<file path="src/rtl/pim_shift_acc_pkg.sv">
// Shared definitions for the bit-serial shift-accumulate block.
//   clogb2 : ceil(log2(n)) with a floor of 1, so that counter widths are never zero
//   state_e: controller state encoding
//   out_w  : result width derived from the ADC width and the bit-serial depth
package pim_shift_acc_pkg;

    typedef enum logic [1:0] {
        StIdle  = 2'd0,
        StAccum = 2'd1,
        StHold  = 2'd2
    } state_e;

    function automatic int unsigned clogb2(input int unsigned n);
        int unsigned r;
        r = 0;
        while ((64'd1 << r) < 64'(n)) begin
            r = r + 1;
        end
        return (r == 0) ? 1 : r;
    endfunction

    // One bit of headroom above ADC_P+INPUT_P keeps signed results representable.
    function automatic int unsigned out_w(input int unsigned adc_p, input int unsigned input_p);
        return adc_p + input_p + 1;
    endfunction

endpackage

</file>
<file path="src/rtl/pim_shift_add.sv">
// Combinational shifted add/subtract of one bit-plane partial sum into the accumulator.
//   acc_i       : current accumulator value (two's complement, OUT_W bits)
//   in_data_i   : unsigned partial sum of the current plane
//   plane_cnt_i : index of the current plane (shift amount)
//   sum_o       : acc_i +/- (in_data_i << plane_cnt_i)
module pim_shift_add
    import pim_shift_acc_pkg::*;
#(
    parameter int unsigned ADC_P     = 4,
    parameter int unsigned INPUT_P   = 4,
    parameter int unsigned SIGNED_IN = 0,
    parameter int unsigned OUT_W     = out_w(ADC_P, INPUT_P),
    parameter int unsigned CNT_W     = clogb2(INPUT_P)
) (
    input  logic [OUT_W-1:0] acc_i,
    input  logic [ADC_P-1:0] in_data_i,
    input  logic [CNT_W-1:0] plane_cnt_i,
    output logic [OUT_W-1:0] sum_o
);

    logic [OUT_W-1:0] term;
    logic             last_plane;

    always_comb begin
        term       = OUT_W'(in_data_i) << plane_cnt_i;
        last_plane = (plane_cnt_i == CNT_W'(INPUT_P - 1));
        // With two's-complement inputs the MSB plane has weight -2^(INPUT_P-1).
        if ((SIGNED_IN != 0) && last_plane) begin
            sum_o = acc_i - term;
        end else begin
            sum_o = acc_i + term;
        end
    end

endmodule

</file>
<file path="src/rtl/pim_shift_acc.sv">
// Bit-serial shift-accumulate for processing-in-memory dot products. Consumes INPUT_P
// ADC partial sums (LSB plane first) and presents the weighted sum as one result.
//   clk, rst             : clock and asynchronous active-low reset
//   start, abort         : begin a new accumulation / discard and return to idle
//   in_valid, in_data    : one plane partial sum per accepted beat; in_ready high in ACCUM
//   out_valid, out_data  : completed result, held until out_ready
//   busy                 : high while accumulating or holding a result
module pim_shift_acc
    import pim_shift_acc_pkg::*;
#(
    parameter int unsigned ADC_P     = 4,
    parameter int unsigned INPUT_P   = 4,
    parameter int unsigned SIGNED_IN = 0,
    localparam int unsigned OUT_W    = out_w(ADC_P, INPUT_P)
) (
    input  logic             clk,
    input  logic             rst,
    input  logic             start,
    input  logic             abort,
    input  logic             in_valid,
    input  logic [ADC_P-1:0] in_data,
    output logic             in_ready,
    output logic             out_valid,
    output logic [OUT_W-1:0] out_data,
    input  logic             out_ready,
    output logic             busy
);

    localparam int unsigned CNT_W = clogb2(INPUT_P);

    state_e           state_q, state_d;
    logic [OUT_W-1:0] acc_q, acc_d;
    logic [CNT_W-1:0] cnt_q, cnt_d;
    logic [OUT_W-1:0] sum;
    logic             last_plane;

    pim_shift_add #(
        .ADC_P     (ADC_P),
        .INPUT_P   (INPUT_P),
        .SIGNED_IN (SIGNED_IN),
        .OUT_W     (OUT_W),
        .CNT_W     (CNT_W)
    ) u_shift_add (
        .acc_i       (acc_q),
        .in_data_i   (in_data),
        .plane_cnt_i (cnt_q),
        .sum_o       (sum)
    );

    assign last_plane = (cnt_q == CNT_W'(INPUT_P - 1));

    always_comb begin
        state_d = state_q;
        acc_d   = acc_q;
        cnt_d   = cnt_q;
        if (abort) begin
            state_d = StIdle;
            acc_d   = '0;
            cnt_d   = '0;
        end else begin
            unique case (state_q)
                StIdle: begin
                    if (start) begin
                        state_d = StAccum;
                        acc_d   = '0;
                        cnt_d   = '0;
                    end
                end
                StAccum: begin
                    if (in_valid) begin
                        acc_d = sum;
                        if (last_plane) begin
                            state_d = StHold;
                            cnt_d   = '0;
                        end else begin
                            cnt_d = cnt_q + CNT_W'(1);
                        end
                    end
                end
                StHold: begin
                    // A start coinciding with the handshake restarts without an idle bubble.
                    if (out_ready) begin
                        if (start) begin
                            state_d = StAccum;
                            acc_d   = '0;
                            cnt_d   = '0;
                        end else begin
                            state_d = StIdle;
                        end
                    end
                end
                default: begin
                    state_d = StIdle;
                    acc_d   = '0;
                    cnt_d   = '0;
                end
            endcase
        end
    end

    always_ff @(posedge clk or negedge rst) begin
        if (!rst) begin
            state_q <= StIdle;
            acc_q   <= '0;
            cnt_q   <= '0;
        end else begin
            state_q <= state_d;
            acc_q   <= acc_d;
            cnt_q   <= cnt_d;
        end
    end

    // The accumulator itself is the result register; it is frozen in HOLD.
    assign out_data  = acc_q;
    assign out_valid = (state_q == StHold);
    assign in_ready  = (state_q == StAccum);
    assign busy      = (state_q != StIdle);

endmodule

</file>
<file path="config.mk">
export PLATFORM = sky130hd
export DESIGN_NAME = pim_shift_acc
export DESIGN_NICKNAME = d
export VERILOG_FILES = /design/src/rtl/pim_shift_acc_pkg.sv /design/src/rtl/pim_shift_add.sv /design/src/rtl/pim_shift_acc.sv
export SDC_FILE = /design/constraint.sdc
export NUM_CORES = 1
export LEC_CHECK = 0
export ABC_CLOCK_PERIOD_IN_PS = 2400
export BUFFER_PORTS_ARGS = -buffer_cell sky130_fd_sc_hd__buf_2
export CORE_ASPECT_RATIO = 1.1
export CORE_MARGIN = 1.5
export CORE_UTILIZATION = 44
export CTS_CLUSTER_DIAMETER = 60
export DETAILED_ROUTE_END_ITERATION = 12
export HOLD_SLACK_MARGIN = 0.1
export PLACE_DENSITY = 0.69
export SYNTH_ARGS = -nofsm -noshare
export SYNTH_HDL_FRONTEND = slang
export SYNTH_SLANG_ARGS = --single-unit
</file>
<file path="constraint.sdc">
create_clock -name clk -period 2.4 [get_ports clk]
set_input_delay 0.24 -clock clk [delete_from_list [all_inputs] [get_ports clk]]
set_output_delay 0.24 -clock clk [all_outputs]
set_load 0.02 [all_outputs]
</file>
==> results of run 1 <==
## layer usage
layer | track usage (%) | up-vias
met3 | 5.11 | 4
met5 | 0 | -
met4 | 3.47 | 0
met1 | 25.0 | 459
li1 | - | 511
met2 | 30.6 | 24
## layout make-up
type	instances	area, um2	share of cell area (%)
Tap cell	30	37.5	2.88
Inverter	12	45.0	3.45
Timing Repair Buffer	24	130	9.98
Sequential cell	13	325	25.0
Multi-Input combinational cell	98	739	56.7
Clock buffer	4	26.3	2.02
## through the flow
| step | utilization, % | cell area, um2 | setup slack [ps] | hold slack [ps] | instances |
|---|---|---|---|---|---|
| 2_1_floorplan | - | 1110 | 49.7 | -55.6 | 125 |
| 3_3_place_gp | 54.4 | 1260 | 175 | 151 | 176 |
| 3_5_place_dp | 54.4 | 1260 | 113 | 153 | 176 |
| 4_1_cts | 56.0 | 1300 | 104 | 174 | 181 |
| 5_1_grt | 56.2 | 1300 | 34.6 | 205 | 181 |
| 6_report | 56.2 | 1300 | 118 | 181 | 181 |
## logic make-up after synthesis
group                      after synthesis  share of synthesized area (%)
muxes                                   12                           12.2
xor gates and xnor gates                 1                          0.787
and+or+nand+nor                         42                           21.2
AOI/OAI and AO/OA                       34                           20.9
buffers and inverters                   14                           4.83
adders and majority gates                9                           10.8
DFF                                     13                           29.2
## worst max-delay path, cell delays in order, from the launching register on
cell and delay, ps:
sky130_fd_sc_hd__dfrtp_1 360, sky130_fd_sc_hd__buf_4 150, sky130_fd_sc_hd__mux2_2 340, sky130_fd_sc_hd__nand2_1 60, sky130_fd_sc_hd__o21ai_0 110, sky130_fd_sc_hd__ha_1 270
sky130_fd_sc_hd__a211oi_1 310, sky130_fd_sc_hd__o211ai_1 190, sky130_fd_sc_hd__a211o_1 320, sky130_fd_sc_hd__o211ai_1 90
## worst min-delay path by stage
stage	cells after the start	slack (ps)	startpoint	end
2_1_floorplan	0	-60	rst	cnt_q[0]
3_3_place_gp	1	150	rst	out_data[6]
3_5_place_dp	1	150	rst	out_data[7]
4_1_cts	2	170	abort	state_q[1]
5_1_grt	2	210	abort	state_q[1]
6_report	2	180	abort	state_q[1]
## registers in the layout, summed over array words and instances (netlist names)
name,cells
cnt_q,2
state_q,2
out_data,9
## timing repair
| action | CTS | global route |
|---|---|---|
| endpoints found under the setup margin | 0 | 1 |
| endpoints found under the hold margin | 13 | 0 |
| resized for setup | 0 | 1 |
| hold buffers | 1 | 0 |
## power groups by stage
stage                     registers [mW]  logic, mW  clock network [mW]
final                              0.237      0.137               0.137
after global routing               0.238      0.152               0.152
after CTS                          0.237      0.136               0.142
after detailed placement           0.241      0.133                   0
after global placement             0.241      0.132                   0
after floorplan                    0.246     0.0864                   0
## placed cells by master, fill, tap and decap left out, types with 3 or more instances in the layout
| cell type | synthesis | routed |
|---|---|---|
| sky130_fd_sc_hd__inv_1 | 11 | 11 |
| sky130_fd_sc_hd__mux2i_1 | 8 | 8 |
| sky130_fd_sc_hd__clkbuf_4 | 0 | 3 |
| sky130_fd_sc_hd__mux2_4 | 3 | 3 |
| sky130_fd_sc_hd__o21ai_0 | 10 | 10 |
| sky130_fd_sc_hd__a21oi_1 | 4 | 4 |
| sky130_fd_sc_hd__buf_2 | 1 | 21 |
| sky130_fd_sc_hd__dfrtp_1 | 13 | 13 |
| sky130_fd_sc_hd__nor3b_1 | 6 | 6 |
| sky130_fd_sc_hd__ha_1 | 8 | 8 |
| sky130_fd_sc_hd__nor2_1 | 12 | 12 |
| sky130_fd_sc_hd__nand2_1 | 8 | 8 |
| sky130_fd_sc_hd__a211oi_1 | 5 | 4 |
| sky130_fd_sc_hd__o211ai_1 | 6 | 6 |
| sky130_fd_sc_hd__nand3_1 | 3 | 3 |
==> results summary, run 1 <==
The sequential-to-total area share from yosys stat came out at between 20 and 30%. The count of synthesis-stage warnings from yosys came out at 0. The most frequently used cell type in the post-synthesis netlist is sky130_fd_sc_hd__dfrtp_1. The capture point of the worst reg-to-reg path is out_data[7]. The fraction of post-synthesis cell area in the top cell type by area came out at between 20 and 30%. For this design the static power due to leakage is a little over 0.6 nW. The final wirelength is between 2000 and 2500 um. The number of top-level pins is 22. The number of H-tree levels came out at 1. The die area came out at 0.00284 mm2. The met1 layer wirelength in the final routing is roughly 1100 um. The worst register-to-register path has a depth of 9. The start point of the critical path is cnt_q[1]. The slew at the pin closest to its max-slew limit came out at around 440 ps. The floorplan step set the die width to 51.0 um.

The number of inserted diodes came out at 0. The hold violation count in the final report came out at 0. The critical path in this run is classified as reg -> reg. The commonest cells after synthesis are sky130_fd_sc_hd__dfrtp_1 (13), sky130_fd_sc_hd__nor2_1 (12), sky130_fd_sc_hd__inv_1 (11). The post-route total power came out at about 0.51 mW. For this run, asynchronously set or reset flops after synthesis account for 100%. The internal power of the cells totals about 0.35 mW. Sorting the synthesized cells by area gives the leading types as sky130_fd_sc_hd__dfrtp_1 (29%), sky130_fd_sc_hd__ha_1 (9.0%), sky130_fd_sc_hd__mux2i_1 (7.2%).

The number of antenna violations at the first check in global routing was 0. The reported net switching power is roughly 0.16 mW. The pin count of the biggest net entering global routing is 14.

The detailed-route vias per instance is around 5.5. The clock share of power is 26.8%. The amount of wire on met2 after detailed routing came out at ~1200 um.

The number of pins with negative max-slew slack in the final report was 0. In this run the standard cell core region covers roughly 0.0023 mm2. Synthesis inferred 13 register bits. The worst clock skew is between 10 and 15 ps. The setup slack on the worst flop-to-flop path is 120 ps. VDD sags by at most 270 uV.

Row generation in the floorplan step produced 18 rows. The number of global-route vias before repair came out at 961. The starting density of the core is between 40% and 50%. The number of fill cells is between 200 and 250.

The run finished with clean final reports. The worst setup path is captured at a flip-flop. The met3 routed wirelength is about 120 um.

The count of mapped cells out of synthesis is 125. After the first detailed-routing iteration, the DRC count stood at 8. Counting distinct cell types in the post-synthesis netlist gives 37.

The overall die height is ~56 um. The final clock period utilization by the worst path is 95.1%. STA classifies the critical path startpoint as a flip-flop. Cells with a size suffix above 1 make up approximately 25% of the layout. The top metal layer carrying routed signals is met4. The estimated wirelength of the detail-placed design is 1880 um. Routability-driven placement finished with a final weighted congestion of approximately 0.84. The average size of a mapped cell came out at approximately 8.9 um2. The root buffer cell chosen for the clock tree is sky130_fd_sc_hd__clkbuf_4. The largest total area in the synthesized netlist belongs to sky130_fd_sc_hd__dfrtp_1.

Global routing finished with a remaining overflow of 0. The routed layout has about 1,000 vias. The first global-routing pass estimated about 4100 um of wire. Setup repair after global routing left no endpoint under its margin. The final routed DRC violation total is 0. The detailed-router iteration count before antenna repair is 4. The cell area after synthesis came out at approximately 0.0011 mm2. The power per standard cell area is just under 400 mW/mm2. The sink count of the clock tree is 13.

The per-cell routed wire length came out at around 14 um. The number of max-cap violations came out at 0. The worst hold path belongs to the class in -> reg. From synthesis to final layout, the design area changed by 17.1%. The maximum buffer depth of the clock tree came out at 2. The count of buffers from port buffering came out at 21. In this run the worst setup path terminates at out_data[7]. The count of endpoints failing setup in the final report came out at 0. The top fanout value on the critical path came out at 6. The detail route stage leaves a number of antenna-violating nets equal to 0. The data required time of the worst path came out at 2600 ps.

The clock reaches the later pin of the worst-skew pair after 280 ps. The final critical delay including setup and external delays is between 2000 and 2500 ps. The CTS buffer count came out at 3. The number of enable flip-flop cells after synthesis came out at 0.

Timing would allow up to 438 MHz. The setup TNS after final layout is 0 ps. The most used flip-flop cell after synthesis is sky130_fd_sc_hd__dfrtp_1.

The clock edge transition at the registers on the reported setup and hold paths came out at 90 ps. Of the total power, the share spent switching nets is approximately a third. The startpoint identified for the worst register-to-register timing path is cnt_q[1]. The part of the power in registers came out at between 40% and 50%.

The share of total power dissipated in combinational logic is a little over a quarter. The data arrival at the endpoint of the critical path is about 2500 ps. In this run the tightest slew margin relative to its limit is a little over two thirds. The global-route total usage across every layer is a little under a fifth. Once the clock tree was built, the setup fixing pass inserted 0 buffers. The TritonCTS clock tree is yes.

The final layout net count is about 170. The number of nets in the synthesized netlist came out at ~140.
Note: power is estimated with default switching activity, not from simulation.
==> inputs of run 2 (changes only) <==
--- a/config.mk
+++ b/config.mk
@@ -13,2 +13,3 @@
 export CTS_CLUSTER_DIAMETER = 60
+export CTS_CLUSTER_SIZE = 16
 export DETAILED_ROUTE_END_ITERATION = 12
==> constraint.sdc (replaced) <==
create_clock -name clk -period 2.4 [get_ports clk]
set_input_delay 0 -clock clk [delete_from_list [all_inputs] [get_ports clk]]
set_output_delay 0 -clock clk [all_outputs]
set_load 0.02 [all_outputs]
==> run 2 against run 1 <==
Against the previous run: clock power hardly changed; setup slack better by 2.0 ps; worst hold slack worse by 44 ps; register-to-register slack hardly changed; non-clock buffer count is 5 higher; routed wire length is 2.9% higher; sequential share of layout area is 0.92 points lower; clock skew is 3.2 ps lower; sequential power hardly changed; critical path type unchanged; highest routed layer unchanged.
==> results summary, run 2 (synthesis results as in run 1) <==
The signal on the critical path passes through buf_4 > mux2_2 > nand2_1 > o21ai_0 > ha_1 > a211oi_1 > o211ai_1 > a211o_1 > o211ai_1. The overall die height came out at about 56 um. TritonCTS built the clock tree. Summing internal, switching and leakage power gives between 0.5 and 0.6 mW. The number of flip-flops in the largest register is 9.

The number of top-level pins is 22. The final standard cell area without fillers came out at between 0.001 and 0.0015 mm2. The detailed-route vias per instance is around 5.4. The final critical delay including setup and external delays is 2280 ps. The wire length of the first global-routing pass is around 4300 um. The layout overhead on the synthesized area came out at 21.6%.

The hold violation count in the final report came to 0. The final routed DRC violation total is 0. The worst clock skew is 7.22 ps. The internal power of the cells came out at about 0.35 mW. Power spread over the standard cell area amounts to approximately 380 mW/mm2. The number of max-cap violations came out at 0. In this run the tightest slew margin relative to its limit is 71.0%.

The pin count of the biggest net entering global routing is 14. Clock-pin slew was measured on the worst setup and hold paths at roughly 80 ps. Summed over all layers, the global routing overflow is 0. The tree built by TritonCTS fans out to 13 sinks.

The number of pins with negative max-slew slack in the final report came to 0. The data arrival at the endpoint of the critical path is 2480 ps. The count of buffer and inverter cells on the critical path is 1. The flow ran to the end, and the final reports show no timing, DRC or antenna violations. The detailed-router iteration count before antenna repair is 4. The number of inserted diodes is 0. The worst setup path is captured at a flip-flop. The maximum buffer depth of the clock tree came out at 2.

The count of endpoints failing setup in the final report is 0. The global-route total usage across every layer is 19.7%. Measured along the x axis, the die boundary spans 51.0 um.

The part of the power in registers is approximately 46%. The startpoint-to-endpoint class of the critical path is reg -> reg. The final clock period utilization by the worst path is between 90% and 100%.

The analysis attributes to cell leakage a power of 0.640 nW. The cell family contributing the most delay on the critical path is compound AO/OA/AOI/OAI gates. The violation count after the first detailed-routing iteration came out at 10. Net switching is between 30% and 40% of the power. On the final layout, the worst hold slack is ~140 ps. STA classifies the critical path startpoint as a flip-flop. The tree is rooted in a sky130_fd_sc_hd__clkbuf_4. The kind of path behind the tightest hold check is in -> async. The per-cell routed wire length is 13.5 um.

The number of global-route vias before repair came out at 1,026. TritonCTS created 3 clock buffers. The remaining number of nets flagged by the antenna check after routing came out at 0. The setup TNS after final layout came out at 0 ps.

The estimated wirelength of the detail-placed design is roughly 1900 um. The number of vias in the routed layout is 1,009. The slew at the pin closest to its max-slew limit came out at between 400 and 500 ps. The clock share of power is about a quarter.

The routed design has about 2500 um of wire. The top fanout value on the critical path came out at 6. Combinational cells account for roughly 28% of the total power. The number of antenna violations at the first check in global routing is 0. The data required time of the worst path is about 2600 ps.

The die area came out at about 0.0028 mm2. The ratio of cells with drive above 1 in the final layout came out at 23.7%. Once the floorplan was initialized, standard cells occupied between 40 and 50% of the core. Summed over all nets, the switching power comes to approximately 0.16 mW.

Setup repair after global routing left no endpoint under its margin. Cells fill 58.4% of the core in the end. The final layout net count is about 180. The library cell used most frequently in the layout, excluding fill and tap cells, is sky130_fd_sc_hd__buf_2. The master of the slowest instance on the critical path is sky130_fd_sc_hd__dfrtp_1. Counting the fill cells in the layout gives between 150 and 200. The peak supply drop came out at approximately 270 uV. The delay of the slowest cell on the worst path came out at 350 ps.

In this run the number of H-tree levels came out at 1. The area of the core came out at approximately 0.0023 mm2. The top achievable clock speed is between 400 and 500 MHz.

The site row count is 18. The most frequent cell on the critical path is sky130_fd_sc_hd__o211ai_1. The library cells used most frequently in the layout, excluding fill and tap cells, are sky130_fd_sc_hd__buf_2 (21), sky130_fd_sc_hd__dfrtp_1 (13), sky130_fd_sc_hd__nor2_1 (12).

Routability-driven placement finished with a final weighted congestion of ~0.84. The placed instance area is ~0.0013 mm2. The clock insertion delay at the later pin of the skew report came out at 280 ps. The count of buffers from port buffering is 21.
-- run 2: what timing repair did --
| item | CTS | global route |
|---|---|---|
| gates resized for setup | 0 | 1 |
| hold buffers | 6 | 0 |
| setup endpoints to repair | 0 | 1 |
| endpoints found under the hold margin | 16 | 0 |
| buffers inserted | 0 | 0 |
-- run 2: worst reg2reg max path, cell delays in order, from the launching register on --
cell                       delay [ps]
sky130_fd_sc_hd__dfrtp_1          350
sky130_fd_sc_hd__buf_4            150
sky130_fd_sc_hd__mux2_2           340
sky130_fd_sc_hd__nand2_1           60
sky130_fd_sc_hd__o21ai_0          110
sky130_fd_sc_hd__ha_1             270
sky130_fd_sc_hd__a211oi_1         310
sky130_fd_sc_hd__o211ai_1         190
sky130_fd_sc_hd__a211o_1          320
sky130_fd_sc_hd__o211ai_1          90
-- run 2: through the flow --
step	worst slack [ps]	std cells
finish	120	186
global route	32.2	186
CTS	104	186
detailed placement	113	176
global placement	175	176
floorplan	49.7	125
-- run 2: power by group through the flow --
stage          clock, mW  combinational (mW)  sequential [mW]
2_1_floorplan          0              0.0864            0.246
3_5_place_dp           0               0.133            0.241
6_report           0.135               0.143            0.237
3_3_place_gp           0               0.132            0.241
5_1_grt            0.153               0.158            0.238
4_1_cts            0.142               0.141            0.237
-- run 2: metal layers --
layer | vias to the layer above | track usage, % | wire length (um)
met5 | - | 0 | 0
met4 | 0 | 3.47 | 28
met1 | 460 | 24.9 | 1140
li1 | 521 | - | -
met2 | 24 | 33.6 | 1230
met3 | 4 | 5.11 | 120
-- run 2: final timing paths --
| kind | from | endpoint | slack [ps] | cells after the start |
|---|---|---|---|---|
| max | cnt_q[1] | out_data[7] | 120 | 9 |
| min | rst | out_data[7] | 140 | 2 |
| max reg2reg | cnt_q[1] | out_data[7] | 120 | 9 |
| min reg2reg | out_data[0] | out_data[0] | 540 | 2 |
| max in group asynchronous | rst | out_data[5] | 2020 | 2 |
| min in group clk | in_data[0] | out_data[0] | 300 | 5 |
-- run 2: area by class of cell --
class / count / area, um2 / area share, %
multi-input cells: 98 / 739 / 54.6
flip-flops and latches: 13 / 325 / 24.0
repair buffers: 29 / 180 / 13.3
inverters: 12 / 45.0 / 3.33
well taps: 30 / 37.5 / 2.77
clock buffers: 4 / 26.3 / 1.94
